## config.mk

```make
export PLATFORM = sky130hd
export DESIGN_NAME = tfc_seq
export DESIGN_NICKNAME = d
export VERILOG_FILES = /design/src/rtl/tfc_pkg.sv /design/src/rtl/tfc_timer.sv /design/src/rtl/tfc_seq.sv
export SDC_FILE = /design/constraint.sdc
export NUM_CORES = 1
export LEC_CHECK = 0
export CAP_MARGIN = 15
export CORE_MARGIN = 2
export CORE_UTILIZATION = 30
export DETAILED_ROUTE_END_ITERATION = 7
export PLACE_DENSITY_LB_ADDON = 0.15
export SLEW_MARGIN = 15
export SYNTH_ARGS = -nofsm -noshare
export SYNTH_HDL_FRONTEND = slang
export SYNTH_SLANG_ARGS = --single-unit
export TNS_END_PERCENT = 20
```

## constraint.sdc

```tcl
create_clock -name clk -period 9.3 [get_ports clk]
set_input_delay 1.86 -clock clk [delete_from_list [all_inputs] [get_ports clk]]
set_output_delay 1.86 -clock clk [all_outputs]
set_load 0.01 [all_outputs]
```

## src/rtl/tfc_pkg.sv

```systemverilog
// tfc_pkg: shared definitions for the traffic-light sequencer.
//   - lamp colour codes, one 3-bit field per signal head: {red, yellow, green}
//   - phase_e: state encoding, also driven unchanged on the phase output
package tfc_pkg;

    localparam logic [2:0] RED    = 3'b100;
    localparam logic [2:0] YELLOW = 3'b010;
    localparam logic [2:0] GREEN  = 3'b001;
    localparam logic [2:0] OFF    = 3'b000;

    typedef enum logic [2:0] {
        ST_ALLRED  = 3'd0,
        ST_GREEN   = 3'd1,
        ST_YELLOW  = 3'd2,
        ST_FLASH   = 3'd3,
        ST_PREEMPT = 3'd4
    } phase_e;

endpackage

```

## src/rtl/tfc_timer.sv

```systemverilog
// tfc_timer: tick prescaler plus interval down-counter.
//   clk, rst : clock, asynchronous active-low reset
//   load     : restart the prescaler and latch a new interval from dur
//   dur      : interval length in ticks; 0 is treated as 1
//   tick     : one-clk pulse when the prescaler is at TICK_DIV-1
//   done     : tick that ends the last tick of the latched interval
module tfc_timer #(
    parameter int CNT_W    = 8,
    parameter int TICK_DIV = 1
) (
    input  logic             clk,
    input  logic             rst,
    input  logic             load,
    input  logic [CNT_W-1:0] dur,
    output logic             tick,
    output logic             done
);

    localparam int             PW        = (TICK_DIV > 1) ? $clog2(TICK_DIV) : 1;
    localparam logic [PW-1:0]  PRESC_MAX = PW'(TICK_DIV - 1);

    logic [PW-1:0]    presc;
    logic [CNT_W-1:0] remain;

    assign tick = (presc == PRESC_MAX);
    assign done = tick && (remain == CNT_W'(1));

    // NOTE: sequential state uses non-blocking assignments so every register
    // samples the pre-edge values of its neighbours.
    always_ff @(posedge clk or negedge rst) begin
        if (!rst) begin
            presc  <= '0;
            remain <= '0;
        end else if (load) begin
            presc  <= '0;
            remain <= (dur == '0) ? CNT_W'(1) : dur;
        end else if (tick) begin
            presc <= '0;
            if (remain != '0) begin
                remain <= remain - CNT_W'(1);
            end
        end else begin
            presc <= presc + PW'(1);
        end
    end

endmodule

```

## src/rtl/tfc_seq.sv

```systemverilog
// tfc_seq: multi-lane traffic signal sequencer with flashing and preemption.
//   clk, rst     : clock, asynchronous active-low reset
//   green_dur    : per-lane green time in ticks, lane i at [i*CNT_W +: CNT_W]
//   yellow_dur   : yellow clearance time in ticks
//   allred_dur   : all-red interval in ticks
//   flash_en     : night flashing-yellow request
//   preempt_req  : emergency preemption request (level)
//   preempt_lane : lane to serve on preemption
//   lights       : registered per-lane colour, lane i at [i*3 +: 3]
//   cur_lane     : registered lane currently or last served
//   phase        : registered state encoding (tfc_pkg::phase_e)
module tfc_seq
    import tfc_pkg::*;
#(
    parameter int NUM_LANES = 4,
    parameter int CNT_W     = 8,
    parameter int TICK_DIV  = 1
) (
    input  logic                         clk,
    input  logic                         rst,
    input  logic [NUM_LANES*CNT_W-1:0]   green_dur,
    input  logic [CNT_W-1:0]             yellow_dur,
    input  logic [CNT_W-1:0]             allred_dur,
    input  logic                         flash_en,
    input  logic                         preempt_req,
    input  logic [$clog2(NUM_LANES)-1:0] preempt_lane,
    output logic [NUM_LANES*3-1:0]       lights,
    output logic [$clog2(NUM_LANES)-1:0] cur_lane,
    output logic [2:0]                   phase
);

    localparam int               LW        = $clog2(NUM_LANES);
    localparam logic [LW-1:0]    LAST_LANE = LW'(NUM_LANES - 1);
    localparam logic [CNT_W-1:0] ONE_TICK  = CNT_W'(1);

    phase_e           state, state_n;
    logic [LW-1:0]    lane, lane_n;         // lane being / last served
    logic [LW-1:0]    plane, plane_n;       // preempt lane captured at sequence start
    logic             pend_pre, pend_pre_n; // preemption waiting behind yellow/all-red
    logic             pend_fl, pend_fl_n;   // flash waiting behind yellow/all-red
    logic             yel_all, yel_all_n;   // yellow shown on every head (leaving FLASH)
    logic             flash_on, flash_on_n;
    logic             armed, armed_n;       // low until the first post-reset edge

    logic             load, tick, done;
    logic [CNT_W-1:0] load_dur;

    logic             nxt_found;
    logic [LW-1:0]    nxt_lane, cand;
    logic [CNT_W-1:0] nxt_green;
    logic             pre_active;
    logic [LW-1:0]    sel_plane;
    logic [NUM_LANES*3-1:0] lights_c;

    function automatic logic [LW-1:0] wrap_add(input logic [LW-1:0] base, input int k);
        return LW'((int'(base) + k) % NUM_LANES);
    endfunction

    tfc_timer #(
        .CNT_W    (CNT_W),
        .TICK_DIV (TICK_DIV)
    ) u_timer (
        .clk  (clk),
        .rst  (rst),
        .load (load),
        .dur  (load_dur),
        .tick (tick),
        .done (done)
    );

    // First lane after the current one with a non-zero green time; the
    // current lane itself is the last candidate, so a single active lane
    // is served repeatedly.
    always_comb begin
        nxt_found = 1'b0;
        nxt_lane  = lane;
        nxt_green = '0;
        cand      = lane;
        for (int k = 1; k <= NUM_LANES; k++) begin
            cand = wrap_add(lane, k);
            if (!nxt_found && green_dur[int'(cand)*CNT_W +: CNT_W] != '0) begin
                nxt_found = 1'b1;
                nxt_lane  = cand;
                nxt_green = green_dur[int'(cand)*CNT_W +: CNT_W];
            end
        end
    end

    always_comb begin
        // NOTE: every variable driven here is defaulted first, so no path
        // through the case can leave one unassigned and infer a latch.
        state_n    = state;
        lane_n     = lane;
        plane_n    = plane;
        pend_pre_n = pend_pre;
        pend_fl_n  = pend_fl;
        yel_all_n  = yel_all;
        flash_on_n = flash_on;
        armed_n    = 1'b1;
        load       = 1'b0;
        load_dur   = allred_dur;
        pre_active = pend_pre | preempt_req;
        sel_plane  = pend_pre ? plane : preempt_lane;

        if (!armed) begin
            // The reset all-red interval starts on the first edge after release.
            load = 1'b1;
        end else begin
            case (state)
                ST_ALLRED: begin
                    if (done) begin
                        load = 1'b1;
                        if (pre_active) begin
                            state_n    = ST_PREEMPT;
                            lane_n     = sel_plane;
                            plane_n    = sel_plane;
                            pend_pre_n = 1'b0;
                            pend_fl_n  = 1'b0;
                            load_dur   = ONE_TICK;
                        end else if (pend_fl || flash_en) begin
                            state_n    = ST_FLASH;
                            flash_on_n = 1'b1;
                            pend_fl_n  = 1'b0;
                            load_dur   = ONE_TICK;
                        end else if (nxt_found) begin
                            state_n  = ST_GREEN;
                            lane_n   = nxt_lane;
                            load_dur = nxt_green;
                        end
                        // Otherwise every lane is idle: repeat the all-red interval.
                    end else begin
                        if (preempt_req && !pend_pre) begin
                            pend_pre_n = 1'b1;
                            plane_n    = preempt_lane;
                        end
                        if (flash_en) begin
                            pend_fl_n = 1'b1;
                        end
                    end
                end

                ST_GREEN: begin
                    if (preempt_req) begin
                        load      = 1'b1;
                        pend_fl_n = 1'b0;
                        plane_n   = preempt_lane;
                        if (preempt_lane == lane) begin
                            state_n  = ST_PREEMPT;
                            load_dur = ONE_TICK;
                        end else begin
                            state_n    = ST_YELLOW;
                            pend_pre_n = 1'b1;
                            load_dur   = yellow_dur;
                        end
                    end else if (flash_en || done) begin
                        state_n   = ST_YELLOW;
                        pend_fl_n = flash_en;
                        load      = 1'b1;
                        load_dur  = yellow_dur;
                    end
                end

                ST_YELLOW: begin
                    if (preempt_req && !pend_pre) begin
                        pend_pre_n = 1'b1;
                        plane_n    = preempt_lane;
                    end
                    if (flash_en) begin
                        pend_fl_n = 1'b1;
                    end
                    if (done) begin
                        state_n   = ST_ALLRED;
                        yel_all_n = 1'b0;
                        load      = 1'b1;
                        load_dur  = allred_dur;
                    end
                end

                ST_FLASH: begin
                    if (preempt_req) begin
                        state_n    = ST_YELLOW;
                        yel_all_n  = 1'b1;
                        pend_pre_n = 1'b1;
                        plane_n    = preempt_lane;
                        load       = 1'b1;
                        load_dur   = yellow_dur;
                    end else if (!flash_en) begin
                        // Leaving flash: park on the last lane so lane 0 is next.
                        state_n  = ST_ALLRED;
                        lane_n   = LAST_LANE;
                        load     = 1'b1;
                        load_dur = allred_dur;
                    end else if (tick) begin
                        flash_on_n = ~flash_on;
                    end
                end

                ST_PREEMPT: begin
                    if (!preempt_req) begin
                        state_n  = ST_YELLOW;
                        load     = 1'b1;
                        load_dur = yellow_dur;
                    end
                end

                default: begin
                    state_n = ST_ALLRED;
                    load    = 1'b1;
                end
            endcase
        end
    end

    always_ff @(posedge clk or negedge rst) begin
        if (!rst) begin
            state    <= ST_ALLRED;
            lane     <= LAST_LANE;
            plane    <= '0;
            pend_pre <= 1'b0;
            pend_fl  <= 1'b0;
            yel_all  <= 1'b0;
            flash_on <= 1'b0;
            armed    <= 1'b0;
        end else begin
            state    <= state_n;
            lane     <= lane_n;
            plane    <= plane_n;
            pend_pre <= pend_pre_n;
            pend_fl  <= pend_fl_n;
            yel_all  <= yel_all_n;
            flash_on <= flash_on_n;
            armed    <= armed_n;
        end
    end

    // Lamp pattern for the present state; registered below.
    always_comb begin
        lights_c = '0;
        for (int i = 0; i < NUM_LANES; i++) begin
            case (state)
                ST_GREEN, ST_PREEMPT:
                    lights_c[i*3 +: 3] = (int'(lane) == i) ? GREEN : RED;
                ST_YELLOW:
                    lights_c[i*3 +: 3] = (yel_all || int'(lane) == i) ? YELLOW : RED;
                ST_FLASH:
                    lights_c[i*3 +: 3] = flash_on ? YELLOW : OFF;
                default:
                    lights_c[i*3 +: 3] = RED;
            endcase
        end
    end

    always_ff @(posedge clk or negedge rst) begin
        if (!rst) begin
            lights   <= {NUM_LANES{RED}};
            cur_lane <= LAST_LANE;
            phase    <= ST_ALLRED;
        end else begin
            lights   <= lights_c;
            cur_lane <= lane;
            phase    <= state;
        end
    end

endmodule
```

# Yosys cells after proc, flatten, opt, wreduce, memory -nomap -nowiden
# Cells that the tools add are included.
# op_classes
add_sub_neg	6
eq_ne	31
shift	4
mux	98
bitwise	3
n_reduce_logical	40
# ops
op	count
$mux 8	18
$shiftx 32x6->8	4
$mux 3	19
$reduce_bool 8->1	5
$pmux 3 s3	4
$mux 1	32
$mux 2	16
$pmux 8 s4	1
$ne 2x2->1 const B	13
$reduce_and 8->1	2
$ne 3x3->1 const B	5
$pmux 3 s5	1
$reduce_and 4->1	3
$eq 8x1->1 const B	1
$logic_not 8->1	1
$ne 4x4->1 const B	2
$pmux 1 s4	2
$sub 8x1->8 const B	1
$reduce_and 7->1	1
$eq 3x2->1 const B	2
$logic_or 1x1->1	6
$ne 6x6->1 const B	1
$pmux 2 s3	1
$reduce_and 6->1	1
23 further kinds	40
# totals
reg_bits	38
out_inout_bits	17
word_cells	195

# Logic depth before layout (Yosys ltp)
# Gate-level depths: netlist of the first run.
# depth
word_depth	22
mapped_depth	16
ltp_nobuf	10

# Cells and area by module
# A second synthesis of the first run with hierarchy kept.
# hier_totals
cells_unflattened	369
hier_area_um2	3499.6
# by_module_without_submodules
mod	instances	cells_each	area_each_um2	seq_area_each_um2
tfc_seq	1	308	2957.8	735.7
tfc_timer	1	61	541.8	200.2

# Worst setup path before layout of the first run
# OpenSTA, ideal clock, no wires.
# synth_timing
kind	input -> register
from	in green_dur[31]
to	reg state[2]
setup_time_ns	0.128
t_arrival_ns	4.124
t_required_ns	9.172
setup_slack_ns	5.049
stages	8
path_buffers	1
path_cell_list	mux4_1 -> or4_1 -> nand2b_1 -> buf_6 -> or3_4 -> nor3_2 -> nor2_1 -> mux2_1
# synth_via
elab_chain_len	14
# synth_lines
element	line_no	text
start: declaration	tfc_seq.sv:21	input logic [NUM_LANES*CNT_W-1:0] green_dur,
$shiftx 32x6->8	tfc_seq.sv:81	if (!nxt_found && green_dur[int'(cand)*CNT_W +: CNT_W] != '0) begin
$reduce_bool 8->1	tfc_seq.sv:81	
$mux 1	tfc_seq.sv:81	
$logic_not 1->1	tfc_seq.sv:81	
$logic_and 1x1->1	tfc_seq.sv:81	
$mux 1	tfc_seq.sv:81	
$logic_not 1->1	tfc_seq.sv:81	
$logic_and 1x1->1	tfc_seq.sv:81	
$mux 1	tfc_seq.sv:81	
$logic_not 1->1	tfc_seq.sv:81	
$logic_and 1x1->1	tfc_seq.sv:81	
$mux 1 (*)	tfc_seq.sv:81	
$ne 4x4->1 (no line) (*)	n/a	
$reduce_and 7->1 (no line) (*)	n/a	
end signal: assignment	tfc_seq.sv:225	state <= state_n;
end: declaration	tfc_seq.sv:36	phase_e state, state_n;
# Mark *: on every way between the ends. The rest lies on a longest branch, timed or not.
# A chain may end at the register's enable or synchronous reset.

# Final worst setup path of the first run
# layout_timing
from	in green_dur[31]
to	reg u_timer.remain[0]
# layout_via
elab_chain_len	21
# layout_lines
element	line_no	text
$shiftx 32x6->8	tfc_seq.sv:81, tfc_seq.sv:84	
$reduce_bool 8->1	tfc_seq.sv:81	
$mux 1	tfc_seq.sv:81	
$logic_not 1->1	tfc_seq.sv:81	
$logic_and 1x1->1	tfc_seq.sv:81	
$mux 1	tfc_seq.sv:81	
$logic_not 1->1	tfc_seq.sv:81	
$logic_and 1x1->1	tfc_seq.sv:81	
[5 not listed]	n/a	
$mux 8 (*)	tfc_seq.sv:120	end else if (pend_fl || flash_en) begin
$mux 8 (*)	tfc_seq.sv:113	if (pre_active) begin
$mux 8 (*)	tfc_seq.sv:111	if (done) begin
$pmux 8 s4 (*)	tfc_seq.sv:109	case (state)
$mux 8 (*)	tfc_seq.sv:105	if (!armed) begin
$logic_not 8->1	tfc_timer.sv:36	remain <= (dur == '0) ? CNT_W'(1) : dur;
$mux 8 (*)	tfc_timer.sv:36	
$mux 8 (*)	tfc_timer.sv:34	end else if (load) begin
end signal: assignment	tfc_timer.sv:36	
end signal: assignment	tfc_timer.sv:40	remain <= remain - CNT_W'(1);
end: declaration	tfc_timer.sv:23	logic [CNT_W-1:0] remain;
# Marked as above.

==> results of run 1 <==
==> cell usage after synthesis (all sizes together), types with 8 or more instances <==
cell / n
inv: 11
o21ai: 23
nand3: 13
nor4: 9
buf: 10
dfstp: 8
mux4: 31
nor2b: 8
clkbuf: 24
nand2: 28
dfrtp: 29
a21oi: 30
nor2: 53
mux2i: 11
a31oi: 9
==> layer usage <==
layer,up-vias,global-route usage [%]
met5,-,0
li1,1845,-
met1,1942,24.9
met2,145,30.4
met4,0,5.60
met3,16,2.78
==> logic make-up after synthesis <==
family	after synthesis
buf+inv	46
simple gates	155
compound gates	140
fa+ha+maj	6
other cells	1
flops	37
xor+xnor	5
mux	48
==> report_power, final <==
group / switching (W) / internal [W]
Clock: 0.0000745 / 0.000127
Combinational: 0.000488 / 0.000419
Sequential: 0.0000890 / 0.000241
==> path summary, 6_finish.rpt <==
path / start / endpoint / slack [ns] / cells past startpoint
hold / removal: plane[1] / plane[1] / 0.51 / 1
setup / recovery: green_dur[31] / u_timer.remain[0] / 4.47 / 9
setup reg to reg: lane[1] / u_timer.remain[0] / 4.81 / 10
hold reg to reg: plane[1] / plane[1] / 0.51 / 1
max in group asynchronous: rst / u_timer.remain[3] / 7.04 / 1
min in group asynchronous: rst / lights[7] / 1.70 / 1
==> critical path, delay by kind of cell <==
kind	cells	cell delay [ns]
compound gates	4	0.89
buf+inv	1	0.44
mux	1	0.56
simple gates	3	1.26
==> per-stage QoR <==
| stage | util (%) | hold WS, ns | setup WS [ns] |
|---|---|---|---|
| CTS | 37.8 | 0.515 | 4.50 |
| global route | 37.8 | 0.534 | 4.32 |
| global placement | 36.5 | 0.490 | 4.29 |
| finish | 37.8 | 0.511 | 4.47 |
| detailed placement | 36.5 | 0.499 | 4.20 |
| floorplan | - | 0.369 | 5.05 |
==> area by class of cell <==
class                   instances  area (µm²)
fillers                      1403        8240
multi-input cells             355        2910
flip-flops and latches         37         936
repair buffers                 74         726
well taps                     176         220
clock buffers                   6         129
inverters                      12        45.0
clock inverters                 2        38.8
==> state kept, by name (all words and copies together), names as in the netlist, 2 cells and up <==
name and flops:
lights 12, u_timer.remain 8, phase 3, state 3
cur_lane 2, lane 2, plane 2
==> impl_metrics.tcl, run 1 <==
set metrics [dict create \
    insertion_delay_ns 0.29 \
    numCtsBuffers 5 \
    synthFlopType "dfrtp_1" \
    cts-resized-gates 0 \
    tns_ns 0 \
    crit_required_ns 9.49 \
    h-tree-depth 2 \
    wl_met2_um 6400 \
    track_usage_pct 18.4 \
    grt_pass1_wl_um 21100 \
    synth.distinct_cells 75 \
    synthAdderAreaFrac_pct 1.84 \
    synth.avg_cell_area_um2 9.30 \
    hold_buffers 0 \
    rsz0062_at_grt "false" \
    top_layer_used "met4" \
    synthXorXnorAreaFrac_pct 1.08 \
    critPathMaxFanout 9 \
    cts_setup_buffers 0 \
    end_kind "register" \
    cts.clk_slew.worst_paths_ns 0.06 \
    period_needed_ns 4.83 \
    finClkSkew_ns 0.00401 \
    route.met3.wl_um 739 \
    max_cap_viol_count 0 \
    yosysSeqAreaShare_pct 23.0 \
    synth_top_family_by_area "compound AO/OA/AOI/OAI gates" \
    postPlaceCellArea_um2 4830 \
    worst_path_max_delay_cell "or4_1" \
    synth_compound_area_share_pct 24.6 \
    wl_met1_um 5640 \
    grt_pass1_vias 3810 \
    final_common_cell "clkdlybuf4s50_1" \
    syn_area_um2 4070 \
    wirelength_um 13000 \
    drive_gt1_share_pct 9.67 \
    yosys.area.top_type_share_pct 17.8 \
    path_class "in -> reg" \
    outcome "complete, no violations" \
    cp.arrival_ns 5.02 \
    hold_path_class "reg -> reg" \
    ir_drop_mv 0.0944 \
    synthToLayoutAreaGrowth_pct 22.8 \
    power_density_nw_per_um2 287 \
    row_count 42 \
    cts_tree "yes" \
    antenna_found_initial 0 \
    period_share_pct 51.9 \
    cts_root_buffer "clkbuf_16" \
    fin_nets 545 \
    post-route-drc-count 0 \
    layout_common_cells "clkdlybuf4s50_1, nor2_1, a21oi_1, dfrtp_1, nand2_1" \
    fmax_ghz 0.207 \
    synth_enable_flop_cells 0 \
    ys_ff_latch 37 \
    dieHeight_um 121 \
    ios 71 \
    wl_per_cell_um 19.7 \
    yosysTopAreaCell "dfrtp_1" \
    fin_area_um2 5000 \
    hold_viol_final 0 \
    drt_first_pass_iters 6 \
    synth_cells 438 \
    synth_nets 498 \
    post_drt_via_cell_ratio 5.96 \
    core-area_um2 13200 \
    worstPathCellList "clkdlybuf4s50_1 > mux4_1 > or4_1 > nand2b_1 > nor4b_4 > o21ai_1 > a31oi_1 > a31oi_1 > o41ai_2" \
    vias 3948 \
    worstMarginPinSlew_ns 0.901 \
    drt.antenna.violating_nets 0 \
    die_w_um 121 \
    crit_top_cell "a31oi_1" \
    post-place-cells 654 \
    grt_max_degree 44 \
    synthMuxAreaShare_pct 23.6 \
    gp_congestion 0.905 \
    fin_cells 662 \
    die_area_um2 14500 \
    clock_path_buffers 2 \
    p_leak_nw 1.91 \
    hpwl_um 9920 \
    yosysWarningCount 0 \
    drtIter0Drc 373 \
    slowest_delay_ns 0.57 \
    power.total_w 0.00144 \
    synth_top_cells_by_area "dfrtp_1, mux4_1, dfstp_2" \
    cts_sinks 37 \
    relSlewSlack_pct 39.9 \
    drv_slew 0 \
    final-setup-viol-count 0 \
    synthArstFlopShare_pct 100 \
    critPathLaunchType "primary input" \
    grt_overflow 0 \
    synthSimpleGateAreaFrac_pct 20.2 \
    io_buffers 70 \
    antenna_cells 0 \
    start_util_pct 30.8 \
]
Power figures use the tool's default switching activity.
==> run 2: changes to the inputs <==
==> constraint.sdc (replaced) <==
create_clock -name clk -period 4.6 [get_ports clk]
set_input_delay 0.92 -clock clk [delete_from_list [all_inputs] [get_ports clk]]
set_output_delay 0.92 -clock clk [all_outputs]
set_load 0.01 [all_outputs]
==> run 2 against run 1 <==
Effect of this change: first-iteration DRC count fell by 21%; sequential share of layout area fell by 0.14 points; power rose by 100%; worst setup slack worse by 3.8 ns; clock skew about the same; global-route usage down 0.29 points; cell count up 1.2%; die area unchanged; register-to-register slack worse by 4.2 ns; via count is 1.9% higher; sequential power rose by 90%.
==> impl_metrics.tcl, run 2 (same netlist as run 1, synthesis figures left out) <==
set metrics [dict create \
    period_share_pct 85.9 \
    fin_util_pct 38.1 \
    slowest_delay_ns 0.69 \
    period_needed_ns 3.95 \
    ir_drop_mv 0.161 \
    die_area_um2 14500 \
    numCtsBuffers 5 \
    h-tree-depth 2 \
    drt.antenna.violating_nets 0 \
    clock_path_buffers 2 \
    critPathMaxFanout 43 \
    max_cap_viol_count 0 \
    dieHeight_um 121 \
    worstPathCellList "buf_4 > mux4_1 > or4_1 > nand2b_1 > nor4b_4 > o21ai_1 > a31oi_1 > a31oi_1 > o41ai_2" \
    final_common_cell "clkdlybuf4s50_1" \
    hold_viol_final 0 \
    grt_pass1_vias 3850 \
    cts_root_buffer "clkbuf_16" \
    crit_required_ns 4.79 \
    finClkSkew_ns 0.00394 \
    cts.clk_slew.worst_paths_ns 0.06 \
    vias 4022 \
    relSlewSlack_pct 42.1 \
    postPlaceCellArea_um2 4890 \
    final-setup-viol-count 0 \
    drv_slew 0 \
    outcome "complete, no violations" \
    fin_nets 553 \
    core-area_um2 13200 \
    end_kind "register" \
    fin_cells 670 \
    p_int_w 0.00156 \
    pwr-share-comb_pct 66.2 \
    seqPwrFrac_pct 21.7 \
    largest_register_ffs 12 \
    critPathLaunchType "register" \
    grt_pass1_wl_um 21100 \
    top_layer_used "met4" \
    clock_power_share_pct 12.0 \
    layout_common_cells "clkdlybuf4s50_1, nor2_1, a21oi_1, dfrtp_1, nand2_1" \
    cts_sinks 37 \
    wl_per_cell_um 19.7 \
    antenna_found_initial 0 \
    row_count 42 \
    fin_area_um2 5040 \
    insertion_delay_ns 0.29 \
    net-switching-power_w 0.00133 \
    wirelength_um 13200 \
    route.met3.wl_um 840 \
    wl_met1_um 5670 \
    post-route-drc-count 0 \
    worstMarginPinSlew_ns 0.869 \
    wl_met2_um 6390 \
    antenna_cells 0 \
    cts_setup_buffers 0 \
    crit_buf_inv 1 \
    cp.arrival_ns 4.14 \
    hold_ws_ns 0.513 \
    p_leak_nw 1.94 \
    tns_ns 0 \
    path_class "reg -> reg" \
    start_util_pct 30.8 \
    die_w_um 121 \
    synthToLayoutAreaGrowth_pct 23.8 \
    cts_tree "yes" \
    post-place-cells 662 \
    drt_first_pass_iters 5 \
    drtIter0Drc 296 \
    io_buffers 70 \
    grt_overflow 0 \
    swShare_pct 46.1 \
    gp_congestion 0.930 \
    hpwl_um 10000 \
    power_density_nw_per_um2 574 \
    hold_path_class "reg -> reg" \
    hold_buffers 0 \
    track_usage_pct 18.1 \
    cp_top_family "simple AND/OR/NAND/NOR gates" \
    grt_max_degree 44 \
    reg_top3 "lights: 12 flops, u_timer.remain: 8 flops" \
    cts-resized-gates 0 \
    rsz0062_at_grt "false" \
    post_drt_via_cell_ratio 6.00 \
    drive_gt1_share_pct 11.3 \
    ios 71 \
    top_register "lights" \
    worst_path_max_delay_cell "mux4_1" \
    fmax_ghz 0.253 \
    crit_top_cell "a31oi_1" \
]
[run 2: cell count changes in the layout (fill, tap and decap cells not counted)]
cell,change
bufinv_16,-1
clkbuf_1,-1
clkinv_2,+1
clkinv_4,-1
buf_4,+8
inv_6,+1
clkinvlp_4,+1
[run 2: power by group through the flow]
| stage | combinational, W | clock, W | sequential (W) |
|---|---|---|---|
| 2_1_floorplan | 0.00139 | 0 | 0.000605 |
| 3_3_place_gp | 0.00190 | 0 | 0.000627 |
| 3_5_place_dp | 0.00191 | 0 | 0.000630 |
| 4_1_cts | 0.00192 | 0.000356 | 0.000625 |
| 5_1_grt | 0.00210 | 0.000369 | 0.000651 |
| 6_report | 0.00192 | 0.000348 | 0.000628 |
[run 2: routing by layer]
layer  GRT usage [%]  vias to the layer above
li1                -                     1862
met1            24.9                     1979
met2            29.8                      165
met3            1.89                       16
met4            6.03                        0
met5               0                        -
[run 2: metrics by stage]
| step | setup slack, ns | total power (W) |
|---|---|---|
| 2_1_floorplan | 0.425 | 0.00199 |
| 3_3_place_gp | 0.502 | 0.00252 |
| 3_5_place_dp | 0.416 | 0.00254 |
| 4_1_cts | 0.644 | 0.00290 |
| 5_1_grt | 0.468 | 0.00312 |
| 6_report | 0.649 | 0.00289 |
[run 2: area by class of cell]
cell class              instances  area [µm²]
fillers                      1366        8200
multi-input cells             355        2910
flip-flops and latches         37         936
repair buffers                 82         786
well taps                     176         220
clock buffers                   5         125
inverters                      12        45.0
clock inverters                 3        21.3
[run 2: worst register-to-register path: cells and delay by family, from the launching register on]
kind	cells	cell delay, ns
simple gates	3	1.25
mux	1	0.72
buf+inv	1	0.48
flops	1	0.53
compound gates	4	0.89
[run 2: final timing paths]
check	from	to	slack, ns	cells past startpoint
max in group asynchronous	rst	u_timer.remain[7]	3.31	1
min in group asynchronous	rst	lights[7]	0.74	1
hold / removal	plane[1]	plane[1]	0.51	1
setup reg to reg	lane[0]	u_timer.remain[0]	0.65	9
hold reg to reg	plane[1]	plane[1]	0.51	1
setup / recovery	lane[0]	u_timer.remain[0]	0.65	9
